### src/rtl/load_store_unit.sv
// Memory-stage load/store initiator for a word-addressed data memory without byte enables.
// Sub-word loads are extracted and extended here; sub-word stores become read-modify-write.
`timescale 1ns/1ps
module load_store_unit #(
  parameter int ADDR_WIDTH = 32
) (
  input  logic                  clk,
  input  logic                  rst,
  input  logic                  req_valid,
  output logic                  req_ready,
  input  logic                  req_is_load,
  input  logic                  req_is_store,
  input  logic [2:0]            req_funct3,
  input  logic [ADDR_WIDTH-1:0] req_addr,
  input  logic [31:0]           req_wdata,
  output logic                  resp_valid,
  output logic [31:0]           resp_data,
  output logic                  resp_fault,
  output logic                  mem_read,
  output logic                  mem_write,
  output logic [ADDR_WIDTH-1:0] mem_address,
  output logic [31:0]           mem_write_data,
  input  logic [31:0]           mem_read_data
);

  typedef enum logic [2:0] {
    S_IDLE,
    S_LOAD,
    S_STORE,
    S_RMW_RD,
    S_RMW_WR,
    S_RESP
  } state_t;

  state_t                state, state_next;
  logic [ADDR_WIDTH-1:0] addr_q;
  logic [2:0]            funct3_q;
  logic [31:0]           wdata_q;
  logic [31:0]           old_word_q;
  logic [31:0]           data_q;
  logic                  fault_q;

  logic accept;
  logic type_ok;
  logic funct3_ok;
  logic misaligned;
  logic req_fault;

  // Select the addressed lane of a fetched word and extend it to 32 bits.
  function automatic logic [31:0] load_extend(input logic [31:0] word,
                                              input logic [1:0]  offset,
                                              input logic [2:0]  funct3);
    logic [7:0]  lane_b;
    logic [15:0] lane_h;
    logic [31:0] result;
    case (offset)
      2'd0:    lane_b = word[7:0];
      2'd1:    lane_b = word[15:8];
      2'd2:    lane_b = word[23:16];
      default: lane_b = word[31:24];
    endcase
    lane_h = offset[1] ? word[31:16] : word[15:0];
    case (funct3)
      3'b000:  result = {{24{lane_b[7]}}, lane_b};
      3'b001:  result = {{16{lane_h[15]}}, lane_h};
      3'b010:  result = word;
      3'b100:  result = {24'h0, lane_b};
      3'b101:  result = {16'h0, lane_h};
      default: result = 32'h0;
    endcase
    return result;
  endfunction

  // Replace the target byte/halfword lane of the old word, keeping every other bit.
  function automatic logic [31:0] store_merge(input logic [31:0] old_word,
                                              input logic [31:0] wdata,
                                              input logic [1:0]  offset,
                                              input logic [2:0]  funct3);
    logic [31:0] merged;
    merged = old_word;
    if (funct3[1:0] == 2'b00) begin
      case (offset)
        2'd0:    merged[7:0]   = wdata[7:0];
        2'd1:    merged[15:8]  = wdata[7:0];
        2'd2:    merged[23:16] = wdata[7:0];
        default: merged[31:24] = wdata[7:0];
      endcase
    end else if (offset[1]) begin
      merged[31:16] = wdata[15:0];
    end else begin
      merged[15:0] = wdata[15:0];
    end
    return merged;
  endfunction

  assign accept = req_valid && (state == S_IDLE);

  // NOTE: every always_comb output gets a default first, so no path can infer a latch.
  always_comb begin
    type_ok    = req_is_load ^ req_is_store;
    funct3_ok  = 1'b0;
    misaligned = 1'b0;
    if (req_is_load) begin
      funct3_ok = req_funct3 inside {3'b000, 3'b001, 3'b010, 3'b100, 3'b101};
    end else begin
      funct3_ok = req_funct3 inside {3'b000, 3'b001, 3'b010};
    end
    if (req_funct3[1:0] == 2'b01) begin
      misaligned = req_addr[0];
    end else if (req_funct3[1:0] == 2'b10) begin
      misaligned = (req_addr[1:0] != 2'b00);
    end
    req_fault = !type_ok || !funct3_ok || misaligned;
  end

  // NOTE: sequential state uses non-blocking assignments so every flop samples pre-edge values.
  always_ff @(posedge clk or negedge rst) begin
    if (!rst) begin
      state <= S_IDLE;
    end else begin
      state <= state_next;
    end
  end

  always_comb begin
    state_next = state;
    case (state)
      S_IDLE: begin
        if (accept) begin
          if (req_fault)                    state_next = S_RESP;
          else if (req_is_load)             state_next = S_LOAD;
          else if (req_funct3 == 3'b010)    state_next = S_STORE;
          else                              state_next = S_RMW_RD;
        end
      end
      S_LOAD:   state_next = S_RESP;
      S_STORE:  state_next = S_RESP;
      S_RMW_RD: state_next = S_RMW_WR;
      S_RMW_WR: state_next = S_RESP;
      S_RESP:   state_next = S_IDLE;
      default:  state_next = S_IDLE;
    endcase
  end

  // NOTE: the latched fields are reset as well, because they drive outputs that must read 0 after reset.
  always_ff @(posedge clk or negedge rst) begin
    if (!rst) begin
      addr_q     <= '0;
      funct3_q   <= 3'b000;
      wdata_q    <= 32'h0;
      old_word_q <= 32'h0;
      data_q     <= 32'h0;
      fault_q    <= 1'b0;
    end else begin
      case (state)
        S_IDLE: begin
          if (accept) begin
            addr_q   <= req_addr;
            funct3_q <= req_funct3;
            wdata_q  <= req_wdata;
            fault_q  <= req_fault;
            data_q   <= 32'h0;
          end
        end
        S_LOAD:   data_q     <= load_extend(mem_read_data, addr_q[1:0], funct3_q);
        S_RMW_RD: old_word_q <= mem_read_data;
        default: ;
      endcase
    end
  end

  // The address is held from the latched request, so it cannot move while a strobe is high.
  assign mem_address = {addr_q[ADDR_WIDTH-1:2], 2'b00};

  always_comb begin
    req_ready      = 1'b0;
    mem_read       = 1'b0;
    mem_write      = 1'b0;
    mem_write_data = 32'h0;
    resp_valid     = 1'b0;
    resp_data      = 32'h0;
    resp_fault     = 1'b0;
    case (state)
      S_IDLE:   req_ready = 1'b1;
      S_LOAD:   mem_read  = 1'b1;
      S_RMW_RD: mem_read  = 1'b1;
      S_STORE: begin
        mem_write      = 1'b1;
        mem_write_data = wdata_q;
      end
      S_RMW_WR: begin
        mem_write      = 1'b1;
        mem_write_data = store_merge(old_word_q, wdata_q, addr_q[1:0], funct3_q);
      end
      S_RESP: begin
        resp_valid = 1'b1;
        resp_data  = data_q;
        resp_fault = fault_q;
      end
      default: ;
    endcase
  end

endmodule

### config.mk
export PLATFORM = sky130hd
export DESIGN_NAME = load_store_unit
export DESIGN_NICKNAME = d
export VERILOG_FILES = /design/src/rtl/load_store_unit.sv
export SDC_FILE = /design/constraint.sdc
export NUM_CORES = 1
export LEC_CHECK = 0
export CORE_MARGIN = 1
export CORE_UTILIZATION = 48
export CTS_CLUSTER_SIZE = 12
export DETAILED_ROUTE_END_ITERATION = 10
export GPL_TIMING_DRIVEN = 0
export PLACE_DENSITY = 0.92
export SYNTH_ARGS = -nofsm -noshare
export SYNTH_HDL_FRONTEND = slang
export SYNTH_SLANG_ARGS = --single-unit
### constraint.sdc
create_clock -name clk -period 2.1 [get_ports clk]
set_input_delay 0.42 -clock clk [delete_from_list [all_inputs] [get_ports clk]]
set_output_delay 0.42 -clock clk [all_outputs]
set_load 0.005 [all_outputs]
==> load_flow_metrics.sql <==
INSERT INTO impl_metrics (metric_group, metric, value, unit) VALUES
('timing', 'setup_viol', '68', ''),
('power', 'share_comb_of_total_power', '0.537', ''),
('logic_synthesis', 'count_of_yosys_warnings_during_synthesis', '0', ''),
('clocking', 'clock_sink_count', '135', ''),
('layout', 'nets', '1063', ''),
('run', 'maxCapViolations', '0', ''),
('clocking', 'cts_inserted_buffers', '17', ''),
('logic_synthesis', 'synth-seq-cells', '135', ''),
('logic_synthesis', 'async_flop_share', '1.00', ''),
('worst_setup_path', 'r2r_depth', '9', ''),
('timing', 'worst_pin_slew', '0.614', 'ns'),
('power', 'internal-power', '0.0104', 'W'),
('worst_setup_path', 'worst_ep_arrival_time', '2.30', 'ns'),
('timing', 'setup_ws', '-0.622', 'ns'),
('detailed_routing', 'viasPerCell', '5.80', ''),
('clocking', 'clkLatencyLatePin', '0.42', 'ns'),
('timing', 'finalMaxSlewViolations', '0', ''),
('worst_hold_path', 'timing.hold.worst_endpoint', 'addr_q[23]$_DFFE_PN0P_', ''),
('logic_synthesis', 'leading_post_synthesis_cells_by_cell_area', 'sky130_fd_sc_hd__dfrtp_1 (49%), sky130_fd_sc_hd__nand2_1 (8.8%), sky130_fd_sc_hd__mux2_2 (7.5%)', ''),
('detailed_routing', 'detail_route.wl_per_cell', '21.8', 'µm'),
('grt', 'grt_max_degree', '73', ''),
('floorplanning', 'die-height', '122', 'µm'),
('logic_synthesis', 'synth-main-ff-cell', 'sky130_fd_sc_hd__dfrtp_1', ''),
('timing', 'setup_tns', '-24.23', 'ns'),
('clocking', 'ctsRootBufferMaster', 'sky130_fd_sc_hd__clkbuf_16', ''),
('floorplanning', 'initial_utilization', '0.494', ''),
('outcome', 'run_status', 'finished, violations left', ''),
('outcome', 'failing_checks', 'setup timing', ''),
('timing', 'max_slew_headroom_at_the_worst_pin', '0.591', ''),
('floorplanning', 'io-pin-count', '205', ''),
('worst_hold_path', 'worstHoldPathCells', '2', ''),
('clocking', 'depth_of_the_cts_h_tree', '4', ''),
('logic_synthesis', 'part_of_the_yosys_area_used_for_sequential_elements', '0.491', ''),
('worst_setup_path', 'cp.required', '1.68', 'ns'),
('power', 'switching_share', '0.361', ''),
('layout', 'areaGrowthSynthToFinish', '56.5', '%'),
('grt', 'vias_in_the_first_global_route', '6523', ''),
('place', 'routabilityCongestion', '0.837', ''),
('timing', 'crit_share_post_route', '1.30', ''),
('worst_setup_path', 'regToRegStartpoint', 'state[0]$_DFFE_PN0P_', ''),
('floorplanning', 'core_area', '13900', 'µm²'),
('layout', 'layout.filler_cells', '850', ''),
('floorplanning', 'die_area', '14800', 'µm²'),
('worst_setup_path', 'timing.setup.critical_path_class', 'register to primary output', ''),
('detailed_routing', 'totalWireLength', '25000', 'µm'),
('logic_synthesis', 'yosys.area.top_type', 'sky130_fd_sc_hd__dfrtp_1', ''),
('worst_hold_path', 'timing.hold.worst.class', 'register to register', ''),
('layout', 'multi_input_comb_area', '3330', 'µm²'),
('worst_setup_path', 'worst_setup_path_end_kind', 'primary output', ''),
('power', 'worst_supply_voltage_drop_on_vdd', '698', 'µV'),
('worst_setup_path', 'reg2reg_slack', '-0.01', 'ns'),
('power', 'clkPwrFrac', '0.178', ''),
('logic_synthesis', 'syn-cell-area', '6880', 'µm²'),
('timing', 'maxClockFrequency', '367', 'MHz'),
('detailed_routing', 'drt_iter0_markers', '792', ''),
('clocking', 'cts_tree', 'done', ''),
('logic_synthesis', 'synthMostInstantiatedCell', 'sky130_fd_sc_hd__nand2_1', ''),
('timing', 'post_layout_min_period', '2.72', 'ns'),
('place', 'buffer_ports.inserted', '202', ''),
('worst_setup_path', 'timing.critical_path.from_type', 'register', ''),
('detailed_routing', 'drtPass1Iterations', '9', ''),
('clocking', 'cts.reportedPaths.clkPinSlew', '0.06', 'ns'),
('logic_synthesis', 'syn-mean-instance-area', '10.4', 'µm²'),
('logic_synthesis', 'synth_top_area_share', '0.491', ''),
('worst_setup_path', 'largest_fanout_on_the_critical_path', '4', ''),
('logic_synthesis', 'synth_enable_flop_cells', '0', ''),
('power', 'seq_power_share', '0.285', ''),
('layout', 'end_of_flow_core_utilization', '0.772', ''),
('floorplanning', 'fp-row-count', '43', ''),
('grt', 'grt.overflow.total', '0', ''),
('worst_hold_path', 'hold_crit_start', 'addr_q[23]$_DFFE_PN0P_', '');
[critical path, cell delays in order (launching register included)]
cell	delay, ns
sky130_fd_sc_hd__dfrtp_1	0.41
sky130_fd_sc_hd__buf_6	0.15
sky130_fd_sc_hd__nor3b_4	0.29
sky130_fd_sc_hd__buf_4	0.19
sky130_fd_sc_hd__nor2_4	0.04
sky130_fd_sc_hd__a21o_4	0.23
sky130_fd_sc_hd__buf_6	0.13
sky130_fd_sc_hd__buf_6	0.11
sky130_fd_sc_hd__a22o_1	0.19
sky130_fd_sc_hd__buf_2	0.13
[worst max path at each step]
stage / from / endpoint / slack [ns] / cells past startpoint
after floorplan: funct3_q[0]$_DFFE_PN0P_ / mem_write_data[26] / 0.24 / 6
after global placement: rst / addr_q[31]$_DFFE_PN0P_ / -4.55 / 1
after detailed placement: state[1]$_DFFE_PN0P_ / mem_write_data[9] / -0.53 / 6
after CTS: funct3_q[0]$_DFFE_PN0P_ / mem_write_data[26] / -0.49 / 8
after global routing: funct3_q[0]$_DFFE_PN0P_ / mem_write_data[2] / -0.65 / 9
final: funct3_q[0]$_DFFE_PN0P_ / mem_write_data[2] / -0.62 / 9
[cell type report]
class / instances / share of cell area
clock buffers: 25 / 0.0451
flip-flops and latches: 135 / 0.314
well taps: 180 / 0.0209
repair buffers: 280 / 0.252
plain buffers: 72 / 0.0516
multi-input cells: 453 / 0.309
clock inverters: 4 / 0.00651
[per-layer routing]
metal | global-route usage | vias to the layer above | routed length, µm
met4 | 0.163 | 0 | 1280
met1 | 0.386 | 3182 | 9020
met5 | 0 | - | 0
li1 | - | 2873 | -
met2 | 0.537 | 506 | 12200
met3 | 0.0955 | 108 | 2510
[what timing repair did]
item	4_1_cts	5_1_grt
setup buffers	54	32
gates resized for setup	376	97
hold endpoints to repair	10	0
hold buffers	1	0
pin swaps	58	36
setup endpoints to repair	69	73
cloned	4	0
[through the flow]
| stage | total power [W] | instance area, µm² | hold slack (ns) | cells | worst slack [ns] |
|---|---|---|---|---|---|
| after floorplan | 0.00787 | 6880 | 0.124 | 664 | 0.236 |
| after global placement | 0.0104 | 9130 | 0.453 | 1046 | -4.55 |
| after detailed placement | 0.0106 | 9160 | 0.437 | 1047 | -0.532 |
| after CTS | 0.0149 | 10300 | 0.476 | 1134 | -0.492 |
| after global routing | 0.0169 | 10800 | 0.501 | 1149 | -0.647 |
| final | 0.0162 | 10800 | 0.474 | 1149 | -0.622 |
[layout by cell type, fill, tap and decap left out, drive strengths merged, types with 3 or more instances in the layout]
cell type | netlist | routed
buf | 60 | 203
nand2 | 162 | 162
dfrtp | 135 | 135
clkdlybuf4s50 | 0 | 132
mux2 | 62 | 62
clkbuf | 17 | 38
and2 | 35 | 35
o21ai | 32 | 32
a221o | 16 | 16
nor2 | 14 | 14
a32o | 14 | 14
nor3b | 11 | 11
nand2b | 10 | 10
mux2i | 10 | 10
a21oi | 9 | 9
a21o | 9 | 9
a22o | 8 | 8
a22oi | 8 | 8
or2 | 8 | 8
a222oi | 7 | 7
nor2b | 7 | 7
o21bai | 7 | 7
nor3 | 5 | 5
dlygate4sd2 | 0 | 3
o22ai | 3 | 3
and3b | 2 | 3
nor4 | 3 | 3
[registers in the layout, indices dropped and copies added, names as in the netlist]
register / cells
old_word_q: 32
wdata_q: 32
fault_q: 1
funct3_q: 3
state: 3
addr_q: 32
data_q: 32
[power groups by stage]
| stage | clock (W) | sequential, W | combinational (W) |
|---|---|---|---|
| finish | 0.00289 | 0.00464 | 0.00872 |
| global route | 0.00300 | 0.00471 | 0.00923 |
| CTS | 0.00288 | 0.00443 | 0.00756 |
| detailed placement | 0 | 0.00441 | 0.00618 |
| global placement | 0 | 0.00436 | 0.00600 |
| floorplan | 0 | 0.00412 | 0.00375 |
[cell families after synthesis]
family	share of synthesized area
DFF	0.491
other	0.000545
AOI/OAI and AO/OA	0.127
and+or+nand+nor	0.188
muxes	0.121
buffers and inverters	0.0702
adders and majority gates	0.00146
Note: power is estimated with default switching activity, not from simulation.
